File: config.mk
export PLATFORM = sky130hd
export DESIGN_NAME = multi_pulse_gen
export DESIGN_NICKNAME = d
export VERILOG_FILES = /design/src/rtl/multi_pulse_gen_pkg.sv /design/src/rtl/multi_pulse_gen_chan.sv /design/src/rtl/multi_pulse_gen.sv
export SDC_FILE = /design/constraint.sdc
export NUM_CORES = 1
export LEC_CHECK = 0
export ABC_AREA = 1
export CORE_AREA = 2 2 121 123
export CTS_BUF_LIST = sky130_fd_sc_hd__clkbuf_4
export CTS_CLUSTER_SIZE = 14
export DETAILED_ROUTE_END_ITERATION = 16
export DIE_AREA = 0 0 123 125
export PLACE_DENSITY = 0.7
export SETUP_SLACK_MARGIN = 0.3
export SLEW_MARGIN = 10
export SYNTH_ARGS = -nofsm -noshare
export SYNTH_HDL_FRONTEND = slang
export SYNTH_SLANG_ARGS = --single-unit
File: constraint.sdc
create_clock -name clk -period 5.6 [get_ports clk]
set_input_delay 0.84 -clock clk [delete_from_list [all_inputs] [get_ports clk]]
set_output_delay 0.84 -clock clk [all_outputs]
set_load 0.02 [all_outputs]
File: src/rtl/multi_pulse_gen_pkg.sv
// Shared types and reset defaults for the multi-channel pulse generator.
// Latency: n/a (types and constants only).
// Backpressure: n/a.
//
// Contents: channel state enum, per-channel configuration record and the
// power-on configuration used by both the shadow and active registers.
package multi_pulse_gen_pkg;

   // Configuration fields are held at a fixed width so the record can live in
   // the package; a channel only ever loads its low NBITS bits, the upper bits
   // stay zero.
   localparam int CFG_W = 32;

   typedef enum logic [1:0] {
      IDLE  = 2'd0,
      DELAY = 2'd1,
      RUN   = 2'd2
   } state_t;

   typedef struct packed {
      logic [CFG_W-1:0] period;   // cycle length minus 1
      logic [CFG_W-1:0] width;    // high cycles per period
      logic [CFG_W-1:0] phase;    // delay cycles before the first period
      logic             oneshot;  // 1 = single period per trigger
   } chan_cfg_t;

   localparam logic [CFG_W-1:0] DEF_WIDTH   = CFG_W'(1);
   localparam logic [CFG_W-1:0] DEF_PHASE   = '0;
   localparam logic             DEF_ONESHOT = 1'b0;

   // Power-on config: longest period, one-cycle pulse, no phase, continuous.
   // With en held high this is the legacy free-running single-cycle strobe.
   function automatic chan_cfg_t cfg_default(input int nbits);
      chan_cfg_t c;
      c.period  = (CFG_W'(1) << nbits) - CFG_W'(1);
      c.width   = DEF_WIDTH;
      c.phase   = DEF_PHASE;
      c.oneshot = DEF_ONESHOT;
      return c;
   endfunction

endpackage

File: src/rtl/multi_pulse_gen_chan.sv
// One pulse generator channel: FSM, counter, shadow/active config, output flops.
// Latency: pulse/wrap are registered one cycle after the state/count they decode.
// Backpressure: none; en/trig are sampled every cycle and outputs free-run.
//
// Ports: clk, rst (async, active-high); wr + wr_period/wr_width/wr_phase/
// wr_oneshot load the shadow config; en, trig control the channel;
// pulse, wrap (registered) and busy (state != IDLE) are the outputs.
module pulse_chan
   import multi_pulse_gen_pkg::*;
#(
   parameter int NBITS = 8
)(
   input  logic             clk,
   input  logic             rst,
   input  logic             wr,
   input  logic [NBITS-1:0] wr_period,
   input  logic [NBITS-1:0] wr_width,
   input  logic [NBITS-1:0] wr_phase,
   input  logic             wr_oneshot,
   input  logic             en,
   input  logic             trig,
   output logic             pulse,
   output logic             wrap,
   output logic             busy
);

   localparam chan_cfg_t CFG_RST = cfg_default(NBITS);

   state_t           state, state_nxt;
   logic [NBITS-1:0] cnt, cnt_nxt;
   logic [CFG_W-1:0] cnt_x;
   logic             pulse_nxt, wrap_nxt;

   chan_cfg_t        shadow, active;
   logic             pending;
   logic             at_end;
   logic             commit;
   logic [CFG_W-1:0] eff_phase;
   logic             eff_oneshot;
   logic             start;

   assign cnt_x  = CFG_W'(cnt);

   // Last cycle of a RUN period. The counter never exceeds period because
   // the active config only changes on this cycle or while idle.
   assign at_end = (state == RUN) && (cnt_x >= active.period);

   // A pending shadow is only adopted between periods or while idle.
   assign commit = pending && ((state == IDLE) || at_end);

   // While idle, a pending shadow is committed on the same edge the channel
   // starts, so the start decision must already look at the shadow values.
   always_comb begin
      eff_phase   = active.phase;
      eff_oneshot = active.oneshot;
      if ((state == IDLE) && pending) begin
         eff_phase   = shadow.phase;
         eff_oneshot = shadow.oneshot;
      end
   end

   assign start = en && (!eff_oneshot || trig);

   always_comb begin
      state_nxt = state;
      cnt_nxt   = cnt;
      pulse_nxt = 1'b0;
      wrap_nxt  = 1'b0;
      if (!en) begin
         // Disable wins in every state and silences the outputs on this edge.
         state_nxt = IDLE;
         cnt_nxt   = '0;
      end else begin
         case (state)
            IDLE: begin
               if (start) begin
                  cnt_nxt   = '0;
                  state_nxt = (eff_phase != '0) ? DELAY : RUN;
               end
            end
            DELAY: begin
               if ((cnt_x + CFG_W'(1)) >= active.phase) begin
                  state_nxt = RUN;
                  cnt_nxt   = '0;
               end else begin
                  cnt_nxt = cnt + NBITS'(1);
               end
            end
            RUN: begin
               pulse_nxt = (cnt_x < active.width);
               wrap_nxt  = (cnt_x == active.period);
               if (at_end) begin
                  cnt_nxt = '0;
                  if (active.oneshot) begin
                     state_nxt = IDLE;
                  end
               end else begin
                  cnt_nxt = cnt + NBITS'(1);
               end
            end
            default: begin
               state_nxt = IDLE;
               cnt_nxt   = '0;
            end
         endcase
      end
   end

   always_ff @(posedge clk or posedge rst) begin
      if (rst) begin
         state <= IDLE;
         cnt   <= '0;
         pulse <= 1'b0;
         wrap  <= 1'b0;
      end else begin
         state <= state_nxt;
         cnt   <= cnt_nxt;
         pulse <= pulse_nxt;
         wrap  <= wrap_nxt;
      end
   end

   // A write landing on a commit edge keeps pending set so the newer values
   // are picked up at the next opportunity.
   always_ff @(posedge clk or posedge rst) begin
      if (rst) begin
         shadow  <= CFG_RST;
         active  <= CFG_RST;
         pending <= 1'b0;
      end else begin
         if (commit) begin
            active <= shadow;
         end
         if (wr) begin
            shadow.period  <= CFG_W'(wr_period);
            shadow.width   <= CFG_W'(wr_width);
            shadow.phase   <= CFG_W'(wr_phase);
            shadow.oneshot <= wr_oneshot;
            pending        <= 1'b1;
         end else if (commit) begin
            pending <= 1'b0;
         end
      end
   end

   assign busy = (state != IDLE);

endmodule

File: src/rtl/multi_pulse_gen.sv
// NCH-channel programmable pulse generator with double-buffered configuration.
// Latency: pulse/wrap registered, one cycle after the channel state/count.
// Backpressure: none; config writes are accepted every cycle, outputs free-run.
//
// Ports: clk, rst (async, active-high); cfg_wr/cfg_ch with cfg_period,
// cfg_width, cfg_phase, cfg_oneshot write one channel's shadow config
// (cfg_ch >= NCH is dropped); en/trig per channel; pulse, wrap, busy per channel.
module multi_pulse_gen
   import multi_pulse_gen_pkg::*;
#(
   parameter int NBITS = 8,
   parameter int NCH   = 2,
   parameter int CHW   = (NCH > 1) ? $clog2(NCH) : 1
)(
   input  logic             clk,
   input  logic             rst,
   input  logic             cfg_wr,
   input  logic [CHW-1:0]   cfg_ch,
   input  logic [NBITS-1:0] cfg_period,
   input  logic [NBITS-1:0] cfg_width,
   input  logic [NBITS-1:0] cfg_phase,
   input  logic             cfg_oneshot,
   input  logic [NCH-1:0]   en,
   input  logic [NCH-1:0]   trig,
   output logic [NCH-1:0]   pulse,
   output logic [NCH-1:0]   wrap,
   output logic [NCH-1:0]   busy
);

   logic [NCH-1:0] ch_wr;

   for (genvar g = 0; g < NCH; g++) begin : g_ch
      // Out-of-range channel numbers match no instance and are dropped.
      assign ch_wr[g] = cfg_wr && (cfg_ch == CHW'(g));

      pulse_chan #(
         .NBITS (NBITS)
      ) u_chan (
         .clk        (clk),
         .rst        (rst),
         .wr         (ch_wr[g]),
         .wr_period  (cfg_period),
         .wr_width   (cfg_width),
         .wr_phase   (cfg_phase),
         .wr_oneshot (cfg_oneshot),
         .en         (en[g]),
         .trig       (trig[g]),
         .pulse      (pulse[g]),
         .wrap       (wrap[g]),
         .busy       (busy[g])
      );
   end

endmodule
==> summary.txt, run 1 <==
Outcome
  – Run status: completed

Clocking
  – Worst skew pair latency: ~0.56 ns
  – Resized Gates After CTS: 0
  – Buffer type at the clock tree root: clkbuf_4
  – Max Root-Sink Buffers: 2
  – CTS tree: yes
  – Clock-pin slew of the registers on the worst-case setup and hold paths: 0.12 ns
  – Number of buffers created by CTS: 17
  – Post-CTS setup-driven buffer insertion count: 0
  – Htree depth: 4
  – Number of sinks on the clock net: 126
  – Hold buffers post-CTS: 0

Global routing
  – Global-route wire length before repair: around 24000 um
  – GR Layer Usage met1: 0.295
  – Leftover overflow at the end of global routing: 0
  – Antenna violations before repair: 1
  – Layer carrying the most global-route usage: met2
  – Met2 Resource Use GR: 0.297
  – Met3 layer usage reported by global route: 0.0493
  – Tot GR Track Use: 0.202
  – Via count of the first global-routing pass: between 5000 and 6000
  – Largest net degree at the start of global routing: 52

Timing
  – Final setup vio count: 0
  – F_max: 344 MHz
  – Relative slew margins: 0.605
  – Final-report hold violation count: 0
  – Slew of the pin with the lowest slew margin: 0.593 ns
  – Portion of the clock cycle consumed by the worst path in the final layout: 0.519
  – Setup repair after global routing missed its margin: false
  – Clock tree skew after final layout: 0.0148 ns
  – Time the worst path needs with I/O delays and setup: a little under 3 ns
  – Final Slew Violations: 0
  – Setup Total Neg Slack: 0 ns

Finish
  – Share of layout cells above drive strength 1: 0.0943
  – Layout Nets: 997
  – Most frequent cells in the layout: nand2_1, inv_1, dfrtp_1
  – Non-filler cells in the finished layout: 1108
  – Fill cell count: 1357
  – Layout overhead on the synthesized area: 11.0%
  – Most common library cell in the layout ignoring fill and taps: nand2_1

Setup path
  – Worst Setup Start Kind: register
  – Worst Path Max Fanout: 5
  – Worst Path Class, Setup: reg -> out
  – Signal arrival time at the worst endpoint: 2.06 ns
  – Nature of the critical path endpoint: output pin
  – Required time at the endpoint of the critical path: 4.76 ns

Logic synthesis
  – Number of warnings printed during yosys synthesis: 0
  – Top flip-flop cell by instance count after synthesis: dfrtp_1
  – Post-Syn Nets: 965
  – Number of distinct library cell variants in the gate-level netlist after synthesis: 28
  – Cell area after synthesis: about 6900 um2
  – Number of flops mapped to enable cells by yosys: 0
  – Post-synthesis average cell area: 7.88 um2
  – Post-synthesis async set-or-reset flop share: 1.00
  – Synthesis-stage register bit count: 126
  – Sequential fraction of the synthesis area: 0.462
  – Cells after Synth: 878

Route
  – Number of vias after detailed routing: around 5300
  – Drt initial violations: 335
  – Drc violations: 0
  – Drt via density: 4.82
  – Count of TritonRoute iterations in the first routing pass: 5
  – Number of nets with antenna violations after detailed routing: 0
  – Total Wirelength: 14000 um
  – Wire per inst: 12.7 um

Placed design
  – Number of port buffers: 38
  – Count of placed standard cells including taps: approximately 1100
  – Weighted congestion at the end of routability-driven global placement: 0.872
  – Final HPWL from detailed placement: 10300 um

Power
  – Worst ir drop on vdd: 0.252 mV
  – Power Density: 404 nW/um2
  – Pleak: 4.10 nW

Floorplan
  – Die Outline Area: around 15000 um2
  – Initial cell density of the core: 0.487
  – Die span in y: roughly 130 um
  – Ports placed on the boundary: 39
  – Die X-Extent: 123 um
  – Core area: 14200 um2
  – Number of rows in the core area: 44

Min path
  – Path type of the worst min-delay path: reg -> reg

Job
  – Number of max-cap violations: 0
## registers in the layout, summed over array words and instances, names as in the netlist
name / flops
g_ch.u_chan.shadow: 50
g_ch.u_chan.cnt: 16
g_ch.u_chan.active: 50
g_ch.u_chan.pulse: 2
g_ch.u_chan.pending: 2
g_ch.u_chan.state: 4
g_ch.u_chan.wrap: 2
## synth_stat cells, types with 7 or more instances
cell type | count | share of area
buf_4 | 11 | 0.012
nand4_1 | 10 | 0.0090
xor2_1 | 7 | 0.0089
dfstp_2 | 36 | 0.14
clkbuf_1 | 14 | 0.0076
dfrtp_1 | 90 | 0.33
a21oi_1 | 16 | 0.012
nand3_1 | 69 | 0.050
inv_1 | 139 | 0.075
ha_1 | 54 | 0.098
o21ai_0 | 70 | 0.051
nand2_1 | 287 | 0.16
nor2_1 | 44 | 0.024
## through the flow
step	total power, W	utilization	setup slack, ns	hold slack, ns	area [um2]
after CTS	0.00313	0.540	2.66	0.475	7670
after global routing	0.00339	0.540	2.56	0.486	7670
after floorplan	0.00223	-	1.46	0.442	6920
final	0.00310	0.540	2.70	0.471	7670
after global placement	0.00244	0.520	3.09	0.453	7380
after detailed placement	0.00247	0.520	3.05	0.456	7380
## metal layers
metal / vias up / share of wire / wire length (um)
met4: 0 / 0.014 / 197
li1: 2808 / - / -
met1: 2421 / 0.52 / 7240
met5: - / 0 / 0
met2: 91 / 0.43 / 6070
met3: 16 / 0.038 / 528
## where the power goes
part	internal, W	total (W)	switching (W)
Combinational	0.000393	0.00112	0.000731
Clock	0.000272	0.000650	0.000378
Sequential	0.00118	0.00132	0.000145
Total	0.00185	0.00310	0.00125
## logic make-up after synthesis
kind of cell               count (synthesis)  synth area share
AOI/OAI and AO/OA                         87            0.0633
xor gates and xnor gates                   8            0.0101
adders and majority gates                 54            0.0977
buffers and inverters                    170             0.103
DFF                                      126             0.462
and+or+nand+nor                          433             0.263
## worst max-delay path, stage by stage, from the launching register on
cell and delay, ns:
dfrtp_1 0.40, inv_1 0.08, ha_1 0.25, inv_1 0.16
clkdlybuf4s50_1 0.63
## area by class of cell
class	instances	area, um2	area share
Sequential cell	126	3200	0.417
Multi-Input combinational cell	582	3010	0.392
Inverter	139	524	0.0683
Timing Repair Buffer	44	425	0.0554
Tap cell	184	230	0.0300
Clock inverter	15	160	0.0209
Clock buffer	17	128	0.0166
Antenna cell	1	2.50	0.000326
## worst paths after layout
path,slack (ns),start,endpoint,depth (start not counted)
max,2.70,g_ch[0].u_chan.state[0],busy[0],4
min,0.47,g_ch[0].u_chan.active[70],g_ch[0].u_chan.active[70],2
max reg2reg,3.16,g_ch[1].u_chan.cnt[0],g_ch[1].u_chan.cnt[1],14
min reg2reg,0.47,g_ch[0].u_chan.active[70],g_ch[0].u_chan.active[70],2
max in group asynchronous,3.93,rst,g_ch[0].u_chan.state[0],3
min in group asynchronous,0.66,rst,g_ch[1].u_chan.active[35],2
Power figures use the tool's default switching activity.
==> run 2: changes to the inputs <==
Settings changed: PLACE_DENSITY 0.7 to 0.72.
Clock period 5.6 ns to 2.6 ns, I/O delays scaled along.
==> run 2 against run 1 <==
Core utilization rose by 2.9 points. Via count rose by 5.5%. Register-to-register slack got worse by 2.9 ns. Final area is 5.4% higher. Largest power group unchanged. Flip-flop and latch count unchanged. Sequential power increased by 120%.
==> summary.txt, run 2 (synthesis gave the netlist of run 1 again) <==
Finish
  – Share of layout cells above drive strength 1: 0.161
  – End-of-flow core utilization: 0.570
  – Fill cell count: 1293
  – Layout Nets: 1018
  – Most common library cell in the layout ignoring fill and taps: nand2_1
  – Layout overhead on the synthesized area: 17.0%
  – Most frequent cells in the layout: nand2_1, inv_1, dfrtp_1
  – Non-filler cells in the finished layout: 1129
  – Registers with the most flip-flops: g_ch.u_chan.active (50), g_ch.u_chan.shadow (50), g_ch.u_chan.cnt (16)

Timing
  – F_max: 422 MHz
  – Final-report hold violation count: 0
  – Setup repair after global routing missed its margin: true
  – Worst hold slack after final layout: 0.242 ns
  – Relative slew margins: 0.608
  – Setup Total Neg Slack: 0 ns
  – Time the worst path needs with I/O delays and setup: ~2.4 ns
  – PnR worst setup slack: 0.233 ns
  – Portion of the clock cycle consumed by the worst path in the final layout: 0.910
  – Final setup vio count: 0
  – Final Slew Violations: 0
  – Clock tree skew after final layout: approximately 0.021 ns
  – Slew of the pin with the lowest slew margin: approximately 0.59 ns

Power
  – Worst ir drop on vdd: ~0.38 mV
  – Pleak: 4.21 nW
  – Power Density: just under 900 nW/um2

Floorplan
  – Die Outline Area: 15400 um2
  – Ports placed on the boundary: 39
  – Die X-Extent: 123 um
  – Initial cell density of the core: 0.487
  – Die span in y: 125 um
  – Core area: between 10000 and 15000 um2
  – Number of rows in the core area: between 40 and 50

Route
  – Number of nets with antenna violations after detailed routing: 0
  – Wire per inst: 13.4 um
  – Drt via density: 4.99
  – Total Wirelength: 15100 um
  – Count of TritonRoute iterations in the first routing pass: 7
  – Drc violations: 0
  – Number of vias after detailed routing: 5629
  – Drt initial violations: 335

Clocking
  – Max Root-Sink Buffers: 2
  – Worst skew pair latency: 0.55 ns
  – Number of buffers created by CTS: 17
  – Clock-pin slew of the registers on the worst-case setup and hold paths: 0.12 ns
  – CTS tree: yes
  – Number of sinks on the clock net: 126
  – Buffer type at the clock tree root: clkbuf_4
  – Htree depth: 4

Placed design
  – Setup slack after placement: around 0.22 ns
  – Number of port buffers: 38
  – Count of placed standard cells including taps: around 1100
  – Weighted congestion at the end of routability-driven global placement: 0.880
  – Final HPWL from detailed placement: 10600 um

Global routing
  – Tot GR Track Use: 0.207
  – Global-route wire length before repair: 25200 um
  – GR Layer Usage met1: 0.297
  – Layer carrying the most global-route usage: met2
  – Met3 layer usage reported by global route: 0.0424
  – Met2 Resource Use GR: 0.316
  – Antenna violations before repair: 1
  – Largest net degree at the start of global routing: 54
  – Leftover overflow at the end of global routing: 0
  – Via count of the first global-routing pass: roughly 5300

Setup path
  – Worst Path Max Fanout: 8
  – Signal arrival time at the worst endpoint: 2.80 ns
  – Required time at the endpoint of the critical path: 3.04 ns
  – Worst-path cell with the longest stage delay: dfrtp_1
  – Worst Setup Start Kind: register
  – Cell-by-cell trace of the critical path: buf_4 > nand3_2 > inv_2 > nand3_2 > xor2_1 > inv_1 > ha_4 > nand2_2 > nor2_4 > and2_4 > nor2_2 > nand4_1 > nand2_4 > buf_6 > nand2_1 > nand2_1
  – Delay contributed by the slowest stage of the critical path: 0.41 ns
  – Nature of the critical path endpoint: register
  – Kind of cell with the highest combined delay on the critical path: simple AND/OR/NAND/NOR gates
  – Worst Path Class, Setup: reg -> reg
  – Total buffers and inverters traversed by the critical path: 4

Job
  – Number of max-cap violations: 0

Min path
  – Path type of the worst min-delay path: in -> async

Outcome
  – Run status: completed
-- run 2: cell types whose count changed in the layout (fill, tap and decap cells not counted), sizes merged --
cell / previous run / this run
buf: 6 / 27
inv: 146 / 138
clkinv: 6 / 9
clkinvlp: 0 / 3
bufinv: 2 / 4
clkdlybuf4s50: 38 / 36
clkdlybuf4s15: 0 / 1
dlygate4sd2: 0 / 1
-- run 2: power breakdown --
part	internal, W	total (W)	switching, W
sequential	0.00254	0.00285	0.000309
combinational	0.000974	0.00269	0.00172
clock	0.000741	0.00147	0.000725
-- run 2: metal layers --
layer  vias to the layer above  share of wire  wire length, um
met5                         -              0                0
met4                         0          0.013              190
met3                        13          0.041              617
met2                       124           0.47             7040
met1                      2653           0.48             7240
li1                       2839              -                -
-- run 2: area by class of cell --
class	instances	area (um2)	area share
clock inverter	15	176	0.0218
sequential	126	3210	0.397
tap	184	230	0.0285
clock buffer	17	128	0.0158
antenna	1	2.50	0.000309
multi-input combinational	582	3200	0.396
inverter	139	526	0.0650
timing repair buffer	65	614	0.0759
-- run 2: per-stage QoR --
step | cell area [um2] | power (W)
2_1_floorplan | 6920 | 0.00481
3_3_place_gp | 7450 | 0.00531
3_5_place_dp | 7450 | 0.00538
4_1_cts | 7790 | 0.00687
5_1_grt | 8090 | 0.00760
6_report | 8090 | 0.00701
-- run 2: path summary, 6_finish.rpt --
path                                      startpoint                         to  slack, ns  depth (start not counted)
setup reg to reg               g_ch[1].u_chan.cnt[0]      g_ch[1].u_chan.cnt[5]       0.23                         16
hold reg to reg            g_ch[1].u_chan.active[71]  g_ch[1].u_chan.active[71]       0.47                          2
setup / recovery               g_ch[1].u_chan.cnt[0]      g_ch[1].u_chan.cnt[5]       0.23                         16
hold / removal                                   rst      g_ch[1].u_chan.cnt[0]       0.24                          2
max in group asynchronous                        rst  g_ch[1].u_chan.active[69]       1.60                          3
min in group clk                       cfg_period[4]  g_ch[1].u_chan.shadow[69]       0.40                          3
-- run 2: what timing repair did --
item / CTS / global route
resized for setup: 6 / 61
pin swaps: 2 / 23
buffers inserted: 3 / 13
endpoints found under the setup margin: 20 / 23
hold buffers: 0 / 0
